`config.mk`:
```
export PLATFORM = sky130hd
export DESIGN_NAME = maxpool_2x2_flat
export DESIGN_NICKNAME = d
export VERILOG_FILES = /design/src/rtl/maxpool_2x2_if.sv /design/src/rtl/maxpool_2x2.sv /design/src/flat_wrapper.sv
export SDC_FILE = /design/constraint.sdc
export NUM_CORES = 1
export LEC_CHECK = 0
export CAP_MARGIN = 25
export CORE_UTILIZATION = 67
export CTS_CLUSTER_SIZE = 12
export DETAILED_ROUTE_END_ITERATION = 12
export PLACE_DENSITY = 0.82
export RECOVER_POWER = 25
export SYNTH_ARGS = -nofsm -noshare
export SYNTH_HDL_FRONTEND = slang
export SYNTH_SLANG_ARGS = --single-unit
```
`constraint.sdc`:
```
create_clock -name clk -period 10.9 [get_ports clk]
set_input_delay 3.27 -clock clk [delete_from_list [all_inputs] [get_ports clk]]
set_output_delay 3.27 -clock clk [all_outputs]
set_load 0.005 [all_outputs]
```
`src/rtl/maxpool_2x2_if.sv`:
```
// Pixel-stream bundle for the 2x2 max-pooling block: raster pixels in, pooled results out.
// The master modport belongs to the pixel source, the slave modport to the pooling block.
interface maxpool_2x2_if #(
    parameter int IMG_W  = 64,
    parameter int DATA_W = 19
);
    localparam int ADDR_W = 2 * $clog2(IMG_W) - 2;

    logic              i_valid;
    logic [DATA_W-1:0] i_data;
    logic              i_sel;
    logic              o_valid;
    logic [DATA_W-1:0] o_data;
    logic [ADDR_W-1:0] o_addr;
    logic              o_sel;

    modport master (
        output i_valid, i_data, i_sel,
        input  o_valid, o_data, o_addr, o_sel
    );

    modport slave (
        input  i_valid, i_data, i_sel,
        output o_valid, o_data, o_addr, o_sel
    );
endinterface

```
`src/rtl/maxpool_2x2.sv`:
```
// Streaming 2x2 max pooling over an IMG_W x IMG_W raster frame, one pooled result per 2x2 tile.
// Optional feature macro MAXPOOL_FRAME_DONE_EN adds o_frame_done, high with the last result of a frame.
module maxpool_2x2 #(
    parameter int IMG_W  = 64,
    parameter int DATA_W = 19
) (
    input  logic         clk,
    input  logic         reset,
    maxpool_2x2_if.slave bus
`ifdef MAXPOOL_FRAME_DONE_EN
    ,
    output logic         o_frame_done
`endif
);
    localparam int              LW      = $clog2(IMG_W);
    localparam int              HALF_W  = IMG_W / 2;
    localparam logic [LW-1:0]   MAX_POS = LW'(IMG_W - 1);

    typedef enum logic [1:0] {
        IDLE,
        EVEN_ROW,
        ODD_ROW
    } state_t;

    state_t            state_q;
    state_t            state_d;
    logic [LW-1:0]     col;
    logic [LW-1:0]     row;
    logic [DATA_W-1:0] hreg;
    logic              frame_id;
    logic [DATA_W-1:0] line_buf [HALF_W];

    logic              last_col;
    logic              last_row;
    logic              odd_row;
    logic              buf_wr;
    logic              fire;
    logic [DATA_W-1:0] pair;
    logic [DATA_W-1:0] above;
    logic [DATA_W-1:0] pooled;

    assign last_col = (col == MAX_POS);
    assign last_row = (row == MAX_POS);

    always_ff @(posedge clk or posedge reset) begin
        if (reset) begin
            state_q <= IDLE;
        end else begin
            state_q <= state_d;
        end
    end

    // IDLE always coincides with pixel (0,0), so it is treated as an even row.
    always_comb begin
        state_d = state_q;
        odd_row = (state_q == ODD_ROW);
        buf_wr  = bus.i_valid && !odd_row && col[0];
        fire    = bus.i_valid && odd_row && col[0];
        pair    = (hreg > bus.i_data) ? hreg : bus.i_data;
        above   = line_buf[col[LW-1:1]];
        pooled  = (above > pair) ? above : pair;
        if (bus.i_valid) begin
            case (state_q)
                IDLE:     state_d = EVEN_ROW;
                EVEN_ROW: if (last_col) state_d = ODD_ROW;
                ODD_ROW:  if (last_col) state_d = last_row ? IDLE : EVEN_ROW;
                default:  state_d = IDLE;
            endcase
        end
    end

    always_ff @(posedge clk or posedge reset) begin
        if (reset) begin
            col      <= '0;
            row      <= '0;
            hreg     <= '0;
            frame_id <= 1'b0;
        end else if (bus.i_valid) begin
            col <= last_col ? '0 : col + 1'b1;
            if (last_col) begin
                row <= last_row ? '0 : row + 1'b1;
            end
            if (!col[0]) begin
                hreg <= bus.i_data;
            end
            if (row == '0 && col == '0) begin
                frame_id <= bus.i_sel;
            end
        end
    end

    // The line buffer is always written on an even row before the odd row reads it.
    always_ff @(posedge clk) begin
        if (buf_wr) begin
            line_buf[col[LW-1:1]] <= pair;
        end
    end

    always_ff @(posedge clk or posedge reset) begin
        if (reset) begin
            bus.o_valid <= 1'b0;
            bus.o_data  <= '0;
            bus.o_addr  <= '0;
            bus.o_sel   <= 1'b0;
        end else begin
            bus.o_valid <= fire;
            if (fire) begin
                bus.o_data <= pooled;
                bus.o_addr <= {row[LW-1:1], col[LW-1:1]};
                bus.o_sel  <= frame_id;
            end
        end
    end

`ifdef MAXPOOL_FRAME_DONE_EN
    always_ff @(posedge clk or posedge reset) begin
        if (reset) begin
            o_frame_done <= 1'b0;
        end else begin
            o_frame_done <= fire && last_row && last_col;
        end
    end
`endif
endmodule
```
`src/flat_wrapper.sv`:
```
// flat-port wrapper written by rule: the top's interface ports become plain ports
module maxpool_2x2_flat 
#(
    parameter int IMG_W  = 64,
    parameter int DATA_W = 19
)
  (clk, reset, bus_i_valid, bus_i_data, bus_i_sel, bus_o_valid, bus_o_data, bus_o_addr, bus_o_sel);
  maxpool_2x2_if #(.IMG_W(IMG_W), .DATA_W(DATA_W)) bus_i ();
  input  logic clk;
  input  logic reset;
  input wire logic [$bits(bus_i.i_valid)-1:0] bus_i_valid;
  input wire logic [$bits(bus_i.i_data)-1:0] bus_i_data;
  input wire logic [$bits(bus_i.i_sel)-1:0] bus_i_sel;
  output wire logic [$bits(bus_i.o_valid)-1:0] bus_o_valid;
  output wire logic [$bits(bus_i.o_data)-1:0] bus_o_data;
  output wire logic [$bits(bus_i.o_addr)-1:0] bus_o_addr;
  output wire logic [$bits(bus_i.o_sel)-1:0] bus_o_sel;
  assign bus_i.i_valid = bus_i_valid;
  assign bus_i.i_data = bus_i_data;
  assign bus_i.i_sel = bus_i_sel;
  assign bus_o_valid = bus_i.o_valid;
  assign bus_o_data = bus_i.o_data;
  assign bus_o_addr = bus_i.o_addr;
  assign bus_o_sel = bus_i.o_sel;
  maxpool_2x2 #(.IMG_W(IMG_W), .DATA_W(DATA_W)) u_core (.clk(clk), .reset(reset), .bus(bus_i));
endmodule
```
# Word-level counts from Yosys, hierarchy flattened
# Memory sizes are Yosys's and may differ from the RTL's.
# Index checks and enable logic that the tools add are counted.
[word_totals]
regBits = 65
ram_bits = 608
in_bits = 23
output_inout_bits = 31
n_memories = 1
[memory_table]
columns = ["memory", "words", "word_bits", "rd", "rd_clocked_by_memory_dff", "write_ports", "line_no", "source"]
rows = [
  ["u_core.line_buf", 32, 19, 1, 0, 1, "maxpool_2x2.sv:31", "logic [DATA_W-1:0] line_buf [HALF_W];"],
]
[classes]
addsub = 2
magnitude_cmp = 2
eq_ne = 6
mux = 10
bitwise_logic = 1
reduce_logical = 13
[ops]
columns = ["cell", "count"]
rows = [
  ["$gt A19 B19 Y1", 2],
  ["$mux W19", 2],
  ["$add A6 B1 Y6 const B", 2],
  ["$eq A6 B6 Y1 const B", 2],
  ["$logic_not A6 Y1", 2],
  ["$mux W6", 2],
  ["$pmux W2 S3", 1],
  ["$reduce_and A2 Y1", 3],
  ["$logic_and A1 B1 Y1", 5],
  ["$mux W2", 2],
  ["$ne A2 B1 Y1 const B", 2],
  ["$mux W1", 3],
  ["$reduce_and A3 Y1", 1],
  ["$eq A2 B1 Y1 const B", 1],
  ["$eq A2 B2 Y1 const B", 1],
  ["$logic_not A2 Y1", 1],
  ["$logic_not A1 Y1", 1],
  ["$not A1 Y1", 1],
]

# Longest topological paths before layout
[logic_depth]
depth_word = 6
ltp_mapped = 18
depth_no_buf = 15

# Worst setup path before layout
# Ideal clock, no wire load.
[synth_timing]
kind = "input -> register"
start = "in bus_i_data[18]"
end = "reg u_core.bus.o_data[1]"
setup_ps = 131
t_arrival_ps = 7123
setup_slack_ps = 3646
stages = 18
n_path_buf = 3
path_cell_list = "inv_1 > ha_1 > nand4_2 > or3_4 > or4_4 > buf_6 > o211ai_4 > buf_12 > a32oi_2 > inv_1 > ha_1 > nand3b_1 > a211oi_1 > a2111oi_0 > o21ai_1 > dlymetal6s2s_1 > nand4_1 > o211ai_2"
[synth_via]
elab_chain_len = 4
[synth_lines]
columns = ["item", "line_no", "source"]
rows = [
  ["from (decl)", "flat_wrapper.sv:12", "input wire logic [$bits(bus_i.i_data)-1:0] bus_i_data;"],
  ["$gt A19 B19 Y1", "maxpool_2x2.sv:59", "pair = (hreg > bus.i_data) ? hreg : bus.i_data;"],
  ["$mux W19", "maxpool_2x2.sv:59", ""],
  ["net u_core.pair[0]", "maxpool_2x2.sv:38", "logic [DATA_W-1:0] pair;"],
  ["$gt A19 B19 Y1", "maxpool_2x2.sv:61", "pooled = (above > pair) ? above : pair;"],
  ["$mux W19", "maxpool_2x2.sv:61", ""],
  ["to (signal assigned)", "maxpool_2x2.sv:108", "bus.o_data <= pooled;"],
  ["to (decl)", "maxpool_2x2_if.sv:24", "output o_valid, o_data, o_addr, o_sel"],
]
# The timed path passes the listed nets, and every way through them passes these cells.
# A chain may end at the register's enable or synchronous reset.

# Worst setup path in the final report
[layout_timing]
start = "in bus_i_data[18]"
end = "reg u_core.bus.o_data[13]"
# Same word-level chain as after synthesis.

==> flow_summary.json <==
{
  "status": "finished, violations left",
  "violations": "capacitance limit, slew limit",
  "multi_input_area_mm2": 0.006965,
  "postCtsSetupBuffers": 0,
  "post_drt_wl_per_cell_um": 28.19,
  "fmax_mhz": 119.8,
  "coreArea_mm2": 0.04010,
  "worst_slew_pin_slew_ns": 3.554,
  "synth_cell_type_count": 70,
  "synth_mux_area_frac": 0.1116,
  "yosys.area.top_type": "edfxtp_1",
  "yosysMostFrequentCell": "edfxtp_1",
  "required_ns": 11.32,
  "overflow": 0,
  "synth_ff_type": "edfxtp_1",
  "syn_to_final_growth_pct": 11.35,
  "synth_compound_area_frac": 0.06729,
  "rsz0062_at_grt": "no",
  "cts_tree": "built",
  "grt_antenna_before_repair": 1,
  "seq_area_frac_synth": 0.7245,
  "fin_crit_sh": 0.7659,
  "drt-total-wl_um": 65950,
  "nets": 1847,
  "netlist.area_leader.share": 0.6652,
  "io_buffers": 53,
  "crit_fanout": 33,
  "netlist_top_cells_count": "edfxtp_1, mux2i_1, o22ai_1, nand2_1, nor2_1",
  "die_h_um": 204.4,
  "grt_pass1_wl_um": 96190,
  "post_cts_resized": 0,
  "fin_skew_ns": 0.02226,
  "worstHoldPathType": "reg2reg",
  "syn_area_mm2": 0.02745,
  "dr.first_iter.drc_count": 1958,
  "grt_usage": 0.3212,
  "peakVddDrop_mv": 0.1837,
  "place_area_mm2": 0.02862,
  "num_vias": 15970,
  "grt_pass1_vias": 15910,
  "h-tree-depth": 3,
  "dp.cells": 2235,
  "cpMaxStageDelayCell": "o21ai_2",
  "ctsHoldBuffers": 0,
  "regArea_mm2": 0.01989,
  "crit_path_cell_trace": "clkdlybuf4s50_1 > inv_1 > ha_1 > nand4_2 > or3_4 > or4_4 > o211ai_4 > a32oi_2 > inv_1 > ha_1 > nand3_1 > or4_1 > inv_1 > o21ai_2 > o211ai_1",
  "final_max_slew_viol_count": 301,
  "antenna_cells": 0,
  "ys_seq_elements": 673,
  "fin_crit_ns": 8.349,
  "cts_root_buffer": "clkbuf_16",
  "synth_fa_ha_area_frac": 0.01915,
  "clock-sinks": 673,
  "synth-simple-area-share": 0.05047,
  "ys_async_sr_fraction": 0.09658,
  "fin_area_mm2": 0.03056,
  "final.setup.tns_ns": 0,
  "hold_viol_final": 0,
  "p_leak_nw": 11.10,
  "die_w_um": 204.4,
  "worstSetupPathType": "in2reg",
  "io_pins": 54,
  "syn-num-nets": 1769,
  "synth_edf_count": 608,
  "synth.avg_cell_area_um2": 16.11,
  "hpwl_um": 37670,
  "slowest_delay_ns": 0.78,
  "setup_violations": 0,
  "drt_first_pass_iters": 8,
  "initial_core_util": 0.6845,
  "rr_worst_depth": 12,
  "synth_xor_area_frac": 0.001596,
  "viasPerCell": 6.829,
  "rows": 73,
  "cts_buffer_depth": 3,
  "n_fill_cell": 2279,
  "drc": 0,
  "path_clk_slew_ns": 0.06,
  "min_path_cells": 2,
  "numCtsBuffers": 69,
  "maxCapViolCount": 13,
  "p_per_area_mw_per_mm2": 239.4,
  "worstPathArrival_ns": 8.76,
  "syn-instance-count": 1704,
  "die-area_mm2": 0.04178,
  "synth_top_family_by_area": "multiplexers",
  "critPathLaunchType": "input pin",
  "drive_gt1_frac": 0.09537,
  "cpMostUsedCell": "inv_1",
  "antenna_left": 0,
  "synth_area_leaders": "edfxtp_1, mux2i_1, dfrtp_1, o22ai_1, ha_1",
  "yosys_warnings": 0,
  "gp_congestion": 0.8586,
  "worstSetupEndpointType": "register",
  "grt_max_degree": 95,
  "slew-limit-headroom": -1.369,
  "clk_latency_ns": 0.60,
  "final_cells": 2339
}
[power breakdown]
part           total [mW]  internal (mW)  switching (mW)
clock network        2.15           1.23           0.918
registers            3.17           3.08          0.0872
logic                2.00          0.686            1.32
[state kept, by name (all words and copies together), names as in the netlist]
register            cells
u_core.bus.o_addr      10
u_core.bus.o_data      19
u_core.bus.o_sel        1
u_core.bus.o_valid      1
u_core.col              6
u_core.frame_id         1
u_core.hreg            19
u_core.line_buf       608
u_core.row              6
u_core.state_q          2
[through the flow]
step / worst slack [ns] / power [mW] / hold slack, ns / utilization
floorplan: 3.646 / 4.555 / 0.4348 / -
global placement: 2.226 / 5.073 / 0.4486 / 0.7134
detailed placement: 2.065 / 5.148 / 0.4536 / 0.7137
CTS: 2.669 / 7.278 / 0.4782 / 0.7633
global route: 2.290 / 7.532 / 0.5092 / 0.7622
finish: 2.551 / 7.315 / 0.4743 / 0.7622
[path summary, 6_finish.rpt]
path,start,slack (ns),end
setup reg to reg,u_core.col[2],4.96,u_core.bus.o_data[13]
hold reg to reg,u_core.frame_id,0.47,u_core.bus.o_sel
hold / removal,u_core.frame_id,0.47,u_core.bus.o_sel
max in group asynchronous,reset,3.90,u_core.col[2]
min in group asynchronous,reset,4.52,u_core.bus.o_addr[6]
setup / recovery,bus_i_data[18],2.55,u_core.bus.o_data[13]
[kinds of logic (layout without fill, tap and decap cells)]
family | count (synthesis) | count (layout)
fa+ha+maj | 42 | 42
simple gates | 274 | 274
buf+inv | 143 | 253
flops | 673 | 673
compound gates | 261 | 261
mux | 306 | 306
xor+xnor | 5 | 5
[layout by cell type, fill, tap and decap left out, types with 20 or more instances in the layout]
cell type and instances:
clkdlybuf4s50_1 20, nand3_1 23, nand2_1 89, mux2i_1 305, buf_4 32, nand4_1 28, clkbuf_16 70, edfxtp_1 608
o21ai_0 34, dlygate4sd3_1 33, dfrtp_1 64, clkbuf_1 28, nor2_1 44, nor4_1 23, o22ai_1 151, inv_1 46
ha_1 42
[layout make-up]
class | count | share of cell area
flip-flops and latches | 673 | 0.6508
multi-input cells | 888 | 0.2279
clock buffers | 86 | 0.05994
repair buffers | 102 | 0.02886
well taps | 525 | 0.02149
inverters | 48 | 0.005896
clock inverters | 17 | 0.005118
[worst max-delay path: cells and delay by family]
kind,cells,cell delay [ns]
buffers and inverters,4,1.42
AOI/OAI and AO/OA,4,1.54
and+or+nand+nor,5,1.81
adders and majority gates,2,0.70
[layer usage]
layer | global-route usage | share of wire
met1 | 0.4274 | 0.38
met3 | 0.05309 | 0.098
met2 | 0.5209 | 0.48
met4 | 0.1546 | 0.043
met5 | 0 | 0.00020
(Power assumes the default switching activity.)
